File: src/rtl/freq_meas_ctrl.sv
// freq_meas_ctrl: sequences one frequency-counter measurement per request
// and classifies the captured count against latched lo/hi limits.
//
// Ports:
//   ref_clock  - sole clock, rising edge
//   reset      - asynchronous active-low reset
//   req        - level request, sampled in IDLE
//   lo_limit   - minimum acceptable count (latched at start)
//   hi_limit   - maximum acceptable count (latched at start)
//   cnt_rst_n  - active-low clear to the external counter
//   cnt_done   - counter window complete
//   cnt_value  - counter result, quasi-static after cnt_done
//   busy       - high in every state except IDLE
//   ack        - one-cycle pulse, result/status valid from this cycle
//   result     - captured cnt_value
//   status     - 00 in range, 01 too slow, 10 too fast, 11 timeout
//
// Build option: define FREQ_MEAS_TIMEOUT_EN to add a RUN watchdog of
// TIMEOUT cycles; without it RUN waits for cnt_done indefinitely.

module freq_meas_ctrl #(
  parameter int unsigned CLR_CYCLES    = 4,
  parameter int unsigned SETTLE_CYCLES = 3,
  parameter logic [31:0] TIMEOUT       = 32'd25_000_000
) (
  input  logic        ref_clock,
  input  logic        reset,
  input  logic        req,
  input  logic [31:0] lo_limit,
  input  logic [31:0] hi_limit,
  output logic        cnt_rst_n,
  input  logic        cnt_done,
  input  logic [31:0] cnt_value,
  output logic        busy,
  output logic        ack,
  output logic [31:0] result,
  output logic [1:0]  status
);

  typedef enum logic [2:0] {
    S_IDLE,
    S_CLEAR,
    S_RUN,
    S_SETTLE,
    S_EVAL
  } state_t;

  localparam logic [7:0] CLR_LAST = 8'(CLR_CYCLES - 1);
  localparam logic [7:0] SET_LAST = 8'(SETTLE_CYCLES - 1);

  localparam logic [1:0] ST_OK   = 2'b00;
  localparam logic [1:0] ST_SLOW = 2'b01;
  localparam logic [1:0] ST_FAST = 2'b10;

`ifdef FREQ_MEAS_TIMEOUT_EN
  localparam logic [1:0]  ST_TMO  = 2'b11;
  localparam logic [31:0] TO_LAST = TIMEOUT - 32'd1;
`endif

  state_t      state;
  logic [7:0]  phase;
  logic [31:0] run_cnt;
  logic [31:0] lo_q;
  logic [31:0] hi_q;
  logic        first_run;
  logic        done_seen;

  // Too-slow is checked first so inverted limits still report 01.
  function automatic logic [1:0] classify(
    input logic [31:0] v,
    input logic [31:0] lo,
    input logic [31:0] hi
  );
    logic [1:0] s;
    s = ST_OK;
    if (v < lo)
      s = ST_SLOW;
    else if (v > hi)
      s = ST_FAST;
    return s;
  endfunction

  // run_cnt is cleared at request time, so zero marks RUN cycle 1,
  // where a stale cnt_done from before the clear is ignored.
  assign first_run = (run_cnt == 32'd0);
  assign done_seen = cnt_done && !first_run;

  always_ff @(posedge ref_clock or negedge reset) begin
    if (!reset) begin
      state     <= S_IDLE;
      phase     <= 8'd0;
      run_cnt   <= 32'd0;
      lo_q      <= 32'd0;
      hi_q      <= 32'd0;
      cnt_rst_n <= 1'b0;
      busy      <= 1'b0;
      ack       <= 1'b0;
      result    <= 32'd0;
      status    <= ST_OK;
    end else begin
      ack <= 1'b0;
      unique case (state)
        S_IDLE: begin
          cnt_rst_n <= 1'b0;
          busy      <= 1'b0;
          if (req) begin
            lo_q    <= lo_limit;
            hi_q    <= hi_limit;
            run_cnt <= 32'd0;
            phase   <= 8'd0;
            busy    <= 1'b1;
            state   <= S_CLEAR;
          end
        end
        S_CLEAR: begin
          if (phase == CLR_LAST) begin
            phase     <= 8'd0;
            cnt_rst_n <= 1'b1;
            state     <= S_RUN;
          end else begin
            phase <= phase + 8'd1;
          end
        end
        S_RUN: begin
          if (run_cnt != 32'hFFFF_FFFF)
            run_cnt <= run_cnt + 32'd1;
          if (done_seen) begin
            phase <= 8'd0;
            state <= S_SETTLE;
          end
`ifdef FREQ_MEAS_TIMEOUT_EN
          else if (run_cnt == TO_LAST) begin
            result <= cnt_value;
            status <= ST_TMO;
            ack    <= 1'b1;
            state  <= S_EVAL;
          end
`endif
        end
        S_SETTLE: begin
          if (phase == SET_LAST) begin
            result <= cnt_value;
            status <= classify(cnt_value, lo_q, hi_q);
            ack    <= 1'b1;
            state  <= S_EVAL;
          end else begin
            phase <= phase + 8'd1;
          end
        end
        S_EVAL: begin
          cnt_rst_n <= 1'b0;
          busy      <= 1'b0;
          state     <= S_IDLE;
        end
        default: begin
          cnt_rst_n <= 1'b0;
          busy      <= 1'b0;
          state     <= S_IDLE;
        end
      endcase
    end
  end

endmodule

File: config.mk
export PLATFORM = sky130hd
export DESIGN_NAME = freq_meas_ctrl
export DESIGN_NICKNAME = d
export VERILOG_FILES = /design/src/rtl/freq_meas_ctrl.sv
export SDC_FILE = /design/constraint.sdc
export NUM_CORES = 1
export LEC_CHECK = 0
export CAP_MARGIN = 30
export CORE_MARGIN = 1.5
export CORE_UTILIZATION = 63
export DETAILED_ROUTE_END_ITERATION = 7
export DONT_BUFFER_PORTS = 1
export GPL_TIMING_DRIVEN = 0
export PLACE_DENSITY_LB_ADDON = 0.1
export SYNTH_ARGS = -nofsm -noshare
export SYNTH_HDL_FRONTEND = slang
export SYNTH_SLANG_ARGS = --single-unit
File: constraint.sdc
create_clock -name ref_clock -period 2.4 [get_ports ref_clock]
set_input_delay 0.48 -clock ref_clock [delete_from_list [all_inputs] [get_ports ref_clock]]
set_output_delay 0.48 -clock ref_clock [all_outputs]
set_load 0.01 [all_outputs]
==> run metrics, run 1 <==
outcome finished, violations left; failing checks hold timing; total track usage 29.9%; FP Rows 40; largest net degree at the start of global routing 145; DIE AREA 12800 µm²; CP delay by family, top simple AND/OR/NAND/NOR gates; Seq/Total Area, Yosys 47.3%; M1 wire length 7.42 mm; worst setup path class flip-flop to flip-flop; Die Span X between 100 and 150 µm; CP max FO 10; DRT antenna net count 0; ys flop type dfrtp_1; Mapped Cells 844; initial antenna violation count 0; first-pass GRT wire length 29.7 mm; Worst VDD drop 0.000655 V; number of global-route vias before repair 6231; FF-to-FF setup slack 0.14 ns; Layout Utilization 71.5%; CP max stage delay 0.37 ns; GRT Residual Overflow 0; Fin. Hold Viols roughly 140; Design Area, Final 8520 µm²; Final min period 2.26 ns; routed wire length on met3 1.31 mm; Ant. Diodes 0; Via Count 6049; CTS Buf Count 17; Worst EP required ~2.7 ns; setup violators final 0; Reg clk slew, reported paths 0.06 ns; initial drt markers roughly 400; post-place instance area 7810 µm²; Leak Pwr 3.99 nW; #FFs+latches synth 144; Peak Freq 0.443 GHz; crit path launch type flip-flop; Yosys cell types between 50 and 60; Avg Cell Area, Syn 9.04 µm²; crit-path cells buf_4 > nor3b_4 > and4_1 > nand4_2 > buf_2 > o21ai_0 > xor2_1 > nor2_1; CTS tree built; vias per cell 5.89; Critical Path Sink Type flip-flop; layout net count slightly above 1000; HP Class primary input to asynchronous set/reset pin; dpl hpwl 13.3 mm; commonest non-fill, non-tap cell in the layout nand2_1; maximum root-to-sink buffer count 2; synthesis-to-layout area growth 11.7%; Slew @ Worst Pin between 0.5 and 0.6 ns; dpl cells 991; DR WL/cell 17.7 µm; worst slack, placed -0.0326 ns; synthesized cell area 7630 µm²; total negative slack 0 ns; synth warn 0; highest metal used met4; CTS Sinks 144; Slew Viols, Final 0; H-Tree Level Count 4; RSZ-0062 raised after global routing true; CP arrival ~2.5 ns; CP max stage cell nor3b_4; layout cells sized above 1 6.93%; Final GP Congestion ~0.88; post-route insts no fill around 1000; total of max-cap violations 0; clk_lat worst skew 0.42 ns; Final WS setup 0.144 ns; Filler cells 918; ys async rst share 100%; Total Wirelength 18.2 mm; most frequent cells in the layout nand2_1, dfrtp_1, o21ai_0; wire length on met2 9.07 mm; Critical path buffers and inverters 2; Die Span Y roughly 110 µm; Power Dens Cells 658 nW/µm²; initial core utilization 64.0%; CTS root buf clkbuf_16; Post-synth EDFFs 0; I/O pin count 137; Total Power 5.61 mW; I/O Buffers 0; core area 11900 µm²; syn nets between 1000 and 1500; final worst path period share 94.0%; skew final 0.00956 ns; Detailed Routing Iterations Pass 1 5; worst rel slew slack between 50% and 60%; final worst hold slack -0.241 ns; DRC errors left 0
==> cells in the mapped netlist, types with 9 or more instances <==
| cell type | instances | area, µm² |
|---|---|---|
| ha_1 | 67 | 838 |
| nand4_1 | 21 | 131 |
| xor2_1 | 23 | 201 |
| and3_1 | 9 | 56.3 |
| nand2_1 | 190 | 713 |
| nor2_1 | 46 | 173 |
| o21ai_0 | 91 | 455 |
| clkbuf_1 | 23 | 86.3 |
| nand3_1 | 18 | 90.1 |
| inv_1 | 72 | 270 |
| dfrtp_1 | 144 | 3600 |
| a21oi_1 | 30 | 150 |
==> registers in the layout (all words and copies together), names as in the netlist <==
name	flops
ack	1
busy	1
cnt_rst_n	1
hi_q	32
lo_q	32
phase	8
result	32
run_cnt	32
state	3
status	2
==> routing by layer <==
| metal | track usage, % | up-vias |
|---|---|---|
| met1 | 35.3 | 2901 |
| met4 | 10.0 | 0 |
| li1 | - | 2913 |
| met5 | 0 | - |
| met3 | 10.3 | 38 |
| met2 | 51.4 | 197 |
==> cell type report <==
class                   count  area, µm²  area share (%)
plain buffers              29        123            1.44
clock buffers              24        502            5.89
clock inverters             8        126            1.48
inverters                  73        274            3.22
multi-input cells         598       3680            43.2
flip-flops and latches    144       3600            42.3
well taps                 147        184            2.16
repair buffers              4       30.0           0.352
==> logic make-up after synthesis <==
kind of cell    after synthesis  share of synthesized area (%)
compound gates              160                           12.1
xor+xnor                     26                           2.99
fa+ha+maj                    67                           11.0
buf+inv                     102                           5.18
flops                       144                           47.3
mux                           4                          0.574
simple gates                341                           20.9
==> repair_timing <==
action                                  in CTS  in global routing
pin swaps                                    1                  1
buffers inserted                             3                  1
endpoints found under the setup margin      34                 89
resized for setup                            1                  8
endpoints found under the hold margin      144                144
==> report_power, final <==
group	switching, mW	internal, mW
registers	0.0214	2.50
clock network	0.990	1.77
logic	0.184	0.137
total	1.20	4.41
==> final timing paths <==
| path | start | end | cells past startpoint |
|---|---|---|---|
| max | state[2] | run_cnt[4] | 8 |
| min | reset | ack | 0 |
| max reg2reg | state[2] | run_cnt[4] | 8 |
| min reg2reg | phase[7] | phase[7] | 1 |
| max in group asynchronous | reset | lo_q[5] | 0 |
| min in group ref_clock | cnt_value[26] | result[26] | 2 |
(Power assumes the default switching activity.)
==> inputs of run 2 (changes only) <==
Settings changed: CORE_MARGIN 1.5 to 3.
==> run 2 against run 1 <==
The flow still finishes with violations (hold timing); clock skew is 0.0011 ns lower; sequential cell count unchanged; register-to-register slack got worse by 0.06 ns; combinational power hardly changed; clock-buffer cell count is 4 lower; non-clock buffer count is the same; cell count is 0.58% lower; via count increased by 0.38%; critical endpoint is now run_cnt[28]; highest routed layer unchanged.
==> run metrics, run 2 (synthesis gave the netlist of run 1 again) <==
crit path launch type flip-flop; Slew Viols, Final 0; total negative slack 0 ns; worst setup path class flip-flop to flip-flop; DRT antenna net count 0; post-place instance area ~7800 µm²; CTS Buf Count 17; outcome finished, violations left; Reg clk slew, reported paths 0.06 ns; Layout Utilization 73.3%; FP Rows 39; Final WS setup 0.0877 ns; maximum root-to-sink buffer count 2; skew final 0.00845 ns; Power Dens Cells 674 nW/µm²; Peak Freq about 0.43 GHz; CP max FO 10; Filler cells ~830; Fin. Hold Viols 144; CP arrival 2.65 ns; layout cells sized above 1 6.83%; final worst path period share 96.3%; Final min period about 2.3 ns; I/O pin count 137; I/O Buffers 0; core area 11600 µm²; Worst R2R Path Depth 7; final worst hold slack -0.248 ns; Total Power ~5.7 mW; number of global-route vias before repair between 6000 and 7000; RR Endpoint run_cnt[28]; total of max-cap violations 0; Slew @ Worst Pin 0.832 ns; initial drt markers between 600 and 700; Critical Path Sink Type flip-flop; largest net degree at the start of global routing around 150; failing checks hold timing; most frequent cells in the layout nand2_1, dfrtp_1, o21ai_0; Final GP Congestion 0.894; setup violators final 0; total track usage 29.3%; initial core utilization 65.7%; dpl hpwl 13.4 mm; post-route insts no fill 1021; worst slack, placed -0.0995 ns; DIE AREA 13500 µm²; Total Wirelength roughly 19 mm; synthesis-to-layout area growth 11.7%; worst rel slew slack between 40% and 50%; commonest non-fill, non-tap cell in the layout nand2_1; initial antenna violation count 0; layout net count between 1000 and 1500; Design Area, Final 8520 µm²; FF-to-FF setup slack about 0.088 ns; clk_lat worst skew 0.42 ns; CTS Sinks 144; DR WL/cell 18.4 µm; GRT Residual Overflow 0; HP Class primary input to asynchronous set/reset pin; Ant. Diodes 0; Leak Pwr 4.00 nW; Worst VDD drop just under 0.0007 V; H-Tree Level Count 4; Die Span X roughly 120 µm; CTS tree built; vias per cell 5.95; first-pass GRT wire length between 30 and 40 mm; Via Count 6072; Detailed Routing Iterations Pass 1 6; dpl cells 987; Worst EP required around 2.7 ns; DRC errors left 0; worst r2r src state[2]; CTS root buf clkbuf_16; Die Span Y 116 µm
-- run 2: area by class of cell --
class,count,area [µm²],share of cell area (%)
plain buffers,29,124,1.45
clock buffers,20,457,5.36
clock inverters,10,185,2.17
inverters,73,274,3.22
multi-input cells,598,3660,43.0
flip-flops and latches,144,3600,42.3
well taps,143,179,2.10
repair buffers,4,30.0,0.353
-- run 2: timing repair --
item                                    CTS  global route
hold endpoints to repair                144           144
gates resized for setup                   2             5
pin swaps                                 1             1
buffers inserted                          4             0
endpoints found under the setup margin   43            84
-- run 2: power by group --
part | switching, mW | internal (mW)
sequential | 0.0214 | 2.50
combinational | 0.184 | 0.138
clock | 1.01 | 1.89
total | 1.22 | 4.52
-- run 2: critical path: stages (launching register included) --
cell       delay, ns
dfrtp_1         0.36
buf_4           0.18
nor2_2          0.20
o21ai_2         0.15
nor4_4          0.47
o2111ai_2       0.30
or3_1           0.41
a21oi_1         0.15
-- run 2: per-layer routing --
metal	up-vias	routed length [µm]	track usage [%]	share of wire, %
li1	2907	-	-	-
met1	2932	7610	36.0	40
met2	199	9420	48.9	50
met3	34	1380	10.2	7.3
met4	0	395	9.05	2.1
met5	-	0	0	0
-- run 2: how the worst max path moves through the flow --
| stage | startpoint | to | slack (ns) | cells after the start |
|---|---|---|---|---|
| finish | state[2] | run_cnt[28] | 0.09 | 7 |
| global route | state[2] | run_cnt[28] | -0.01 | 7 |
| CTS | run_cnt[0] | phase[5] | 0.01 | 8 |
| detailed placement | state[0] | run_cnt[5] | -0.1 | 5 |
| global placement | state[0] | run_cnt[6] | -0.10 | 5 |
| floorplan | cnt_value[14] | status[1] | 0.30 | 7 |
==> inputs of run 3 (changes only) <==
Settings changed: CORE_MARGIN 3 to not set.
==> run 3 against run 2 <==
The run ends with DRC, hold timing left; clock skew is 0.0016 ns lower; fmax increased by 1.5%; die area down 6.8%; non-clock buffer count is 2 lower; largest cell class unchanged.
==> run metrics, run 3 (synthesis gave the netlist of run 1 again) <==
initial core utilization between 60% and 70%; I/O Buffers 0; core area 11600 µm²; failing checks DRC, hold timing; clk_lat worst skew about 0.42 ns; Fin. Hold Viols 144; dpl hpwl ~13 mm; worst setup path class flip-flop to flip-flop; synthesis-to-layout area growth 10.8%; Final GP Congestion ~0.9; H-Tree Level Count 4; layout net count 1032; Worst EP required 2.69 ns; Power Dens Cells 639 nW/µm²; CP max stage delay 0.37 ns; I/O pin count 137; Peak Freq 0.439 GHz; Final min period 2.28 ns; worst rel slew slack between 50% and 60%; outcome finished, violations left; total track usage 30.9%; CP arrival 2.57 ns; skew final 0.00681 ns; crit path launch type flip-flop; Worst VDD drop 0.000568 V; Reg clk slew, reported paths 0.06 ns; number of global-route vias before repair 6199; Via Count ~6000; CTS tree built; initial drt markers 524; Die Span X 112 µm; Detailed Routing Iterations Pass 1 7; final worst path period share 94.9%; setup violators final 0; CP max FO 10; largest net degree at the start of global routing 145; Slew Viols, Final 0; maximum root-to-sink buffer count 2; crit-path cells buf_4 > nor3b_4 > and4_1 > nand4_2 > buf_2 > o211ai_1 > xor2_1 > nor2_1; DRC errors left 2; DIE AREA 12500 µm²; Critical Path Sink Type flip-flop; Slew @ Worst Pin a little over 0.6 ns; DRT antenna net count 0; RSZ-0062 raised after global routing true; DR WL/cell ~18 µm; Ant. Diodes 0; Die Span Y ~110 µm; HP Class primary input to asynchronous set/reset pin; first-pass GRT wire length 30.0 mm; CP max stage cell nor3b_4; CTS root buf clkbuf_16; layout cells sized above 1 6.51%; final worst hold slack -0.251 ns; most frequent cells in the layout nand2_1, dfrtp_1, o21ai_0; Leak Pwr 3.97 nW; dpl cells 987; CTS Buf Count 17; initial antenna violation count 0; Total Wirelength 18.0 mm; commonest non-fill, non-tap cell in the layout nand2_1; FP Rows 39; total of max-cap violations 0; CTS Sinks 144; GRT Residual Overflow 0; post-route insts no fill 1018; vias per cell between 5 and 6
[run 3: cell count changes in the layout (fill, tap and decap cells not counted), sizes merged]
cell      previous run  this run
clkinv               5         2
buf                 10         8
clkinvlp             1         2
bufinv               5         2
clkbuf              43        47
[run 3: worst max-delay path: cells and delay by family, from the launching register on]
family	cells	cell delay, ns
buffers and inverters	2	0.43
XOR/XNOR	1	0.21
AO/OA/AOI/OAI	1	0.21
AND/OR/NAND/NOR	4	0.93
flip-flops	1	0.36
[run 3: metal layers]
metal | share of wire (%) | routed length, µm | vias to the layer above | GRT usage [%]
met4 | 3.2 | 571 | 0 | 14.0
met3 | 7.5 | 1360 | 50 | 10.6
met2 | 48 | 8720 | 171 | 50.1
li1 | - | - | 2912 | -
met1 | 41 | 7370 | 2912 | 37.6
met5 | 0 | 0 | - | 0
[run 3: area by class of cell]
type | count | area [µm²]
multi-input combinational | 598 | 3670
sequential | 144 | 3600
fill | 882 | 3160
clock buffer | 24 | 492
inverter | 73 | 274
tap | 143 | 179
buffer | 29 | 125
clock inverter | 5 | 80.1
timing repair buffer | 2 | 27.5
[run 3: worst paths after layout]
kind | startpoint | endpoint | slack [ns] | cells after the start
worst max-delay path | state[2] | run_cnt[11] | 0.12 | 8
worst min-delay path | reset | phase[6] | -0.25 | 0
worst max register to register | state[2] | run_cnt[11] | 0.12 | 8
worst min register to register | phase[7] | phase[7] | 0.51 | 1
max in group asynchronous | reset | lo_q[31] | 2.42 | 0
min in group ref_clock | cnt_value[12] | result[12] | 0.16 | 2
[run 3: repair_timing]
| action | CTS | global route |
|---|---|---|
| setup buffers | 2 | 0 |
| endpoints found under the hold margin | 144 | 144 |
| pin swaps | 1 | 2 |
| endpoints found under the setup margin | 69 | 23 |
| gates resized for setup | 2 | 10 |
[run 3: where the power goes]
| group | internal, mW | total, mW | switching [mW] |
|---|---|---|---|
| sequential | 2.50 | 2.52 | 0.0208 |
| clock | 1.62 | 2.57 | 0.947 |
| combinational | 0.137 | 0.316 | 0.179 |
[run 3: through the flow]
step	setup slack, ns	util [%]	cell area (µm²)	setup TNS (ns)	power (mW)
after floorplan	0.299	-	7630	0	2.79
after global placement	-0.100	67.2	7800	-1.66	2.85
after detailed placement	-0.132	67.2	7800	-4.70	2.87
after CTS	0.0680	72.4	8410	0	5.43
after global routing	-0.0342	72.8	8450	-0.0597	5.60
final	0.123	72.8	8450	0	5.40
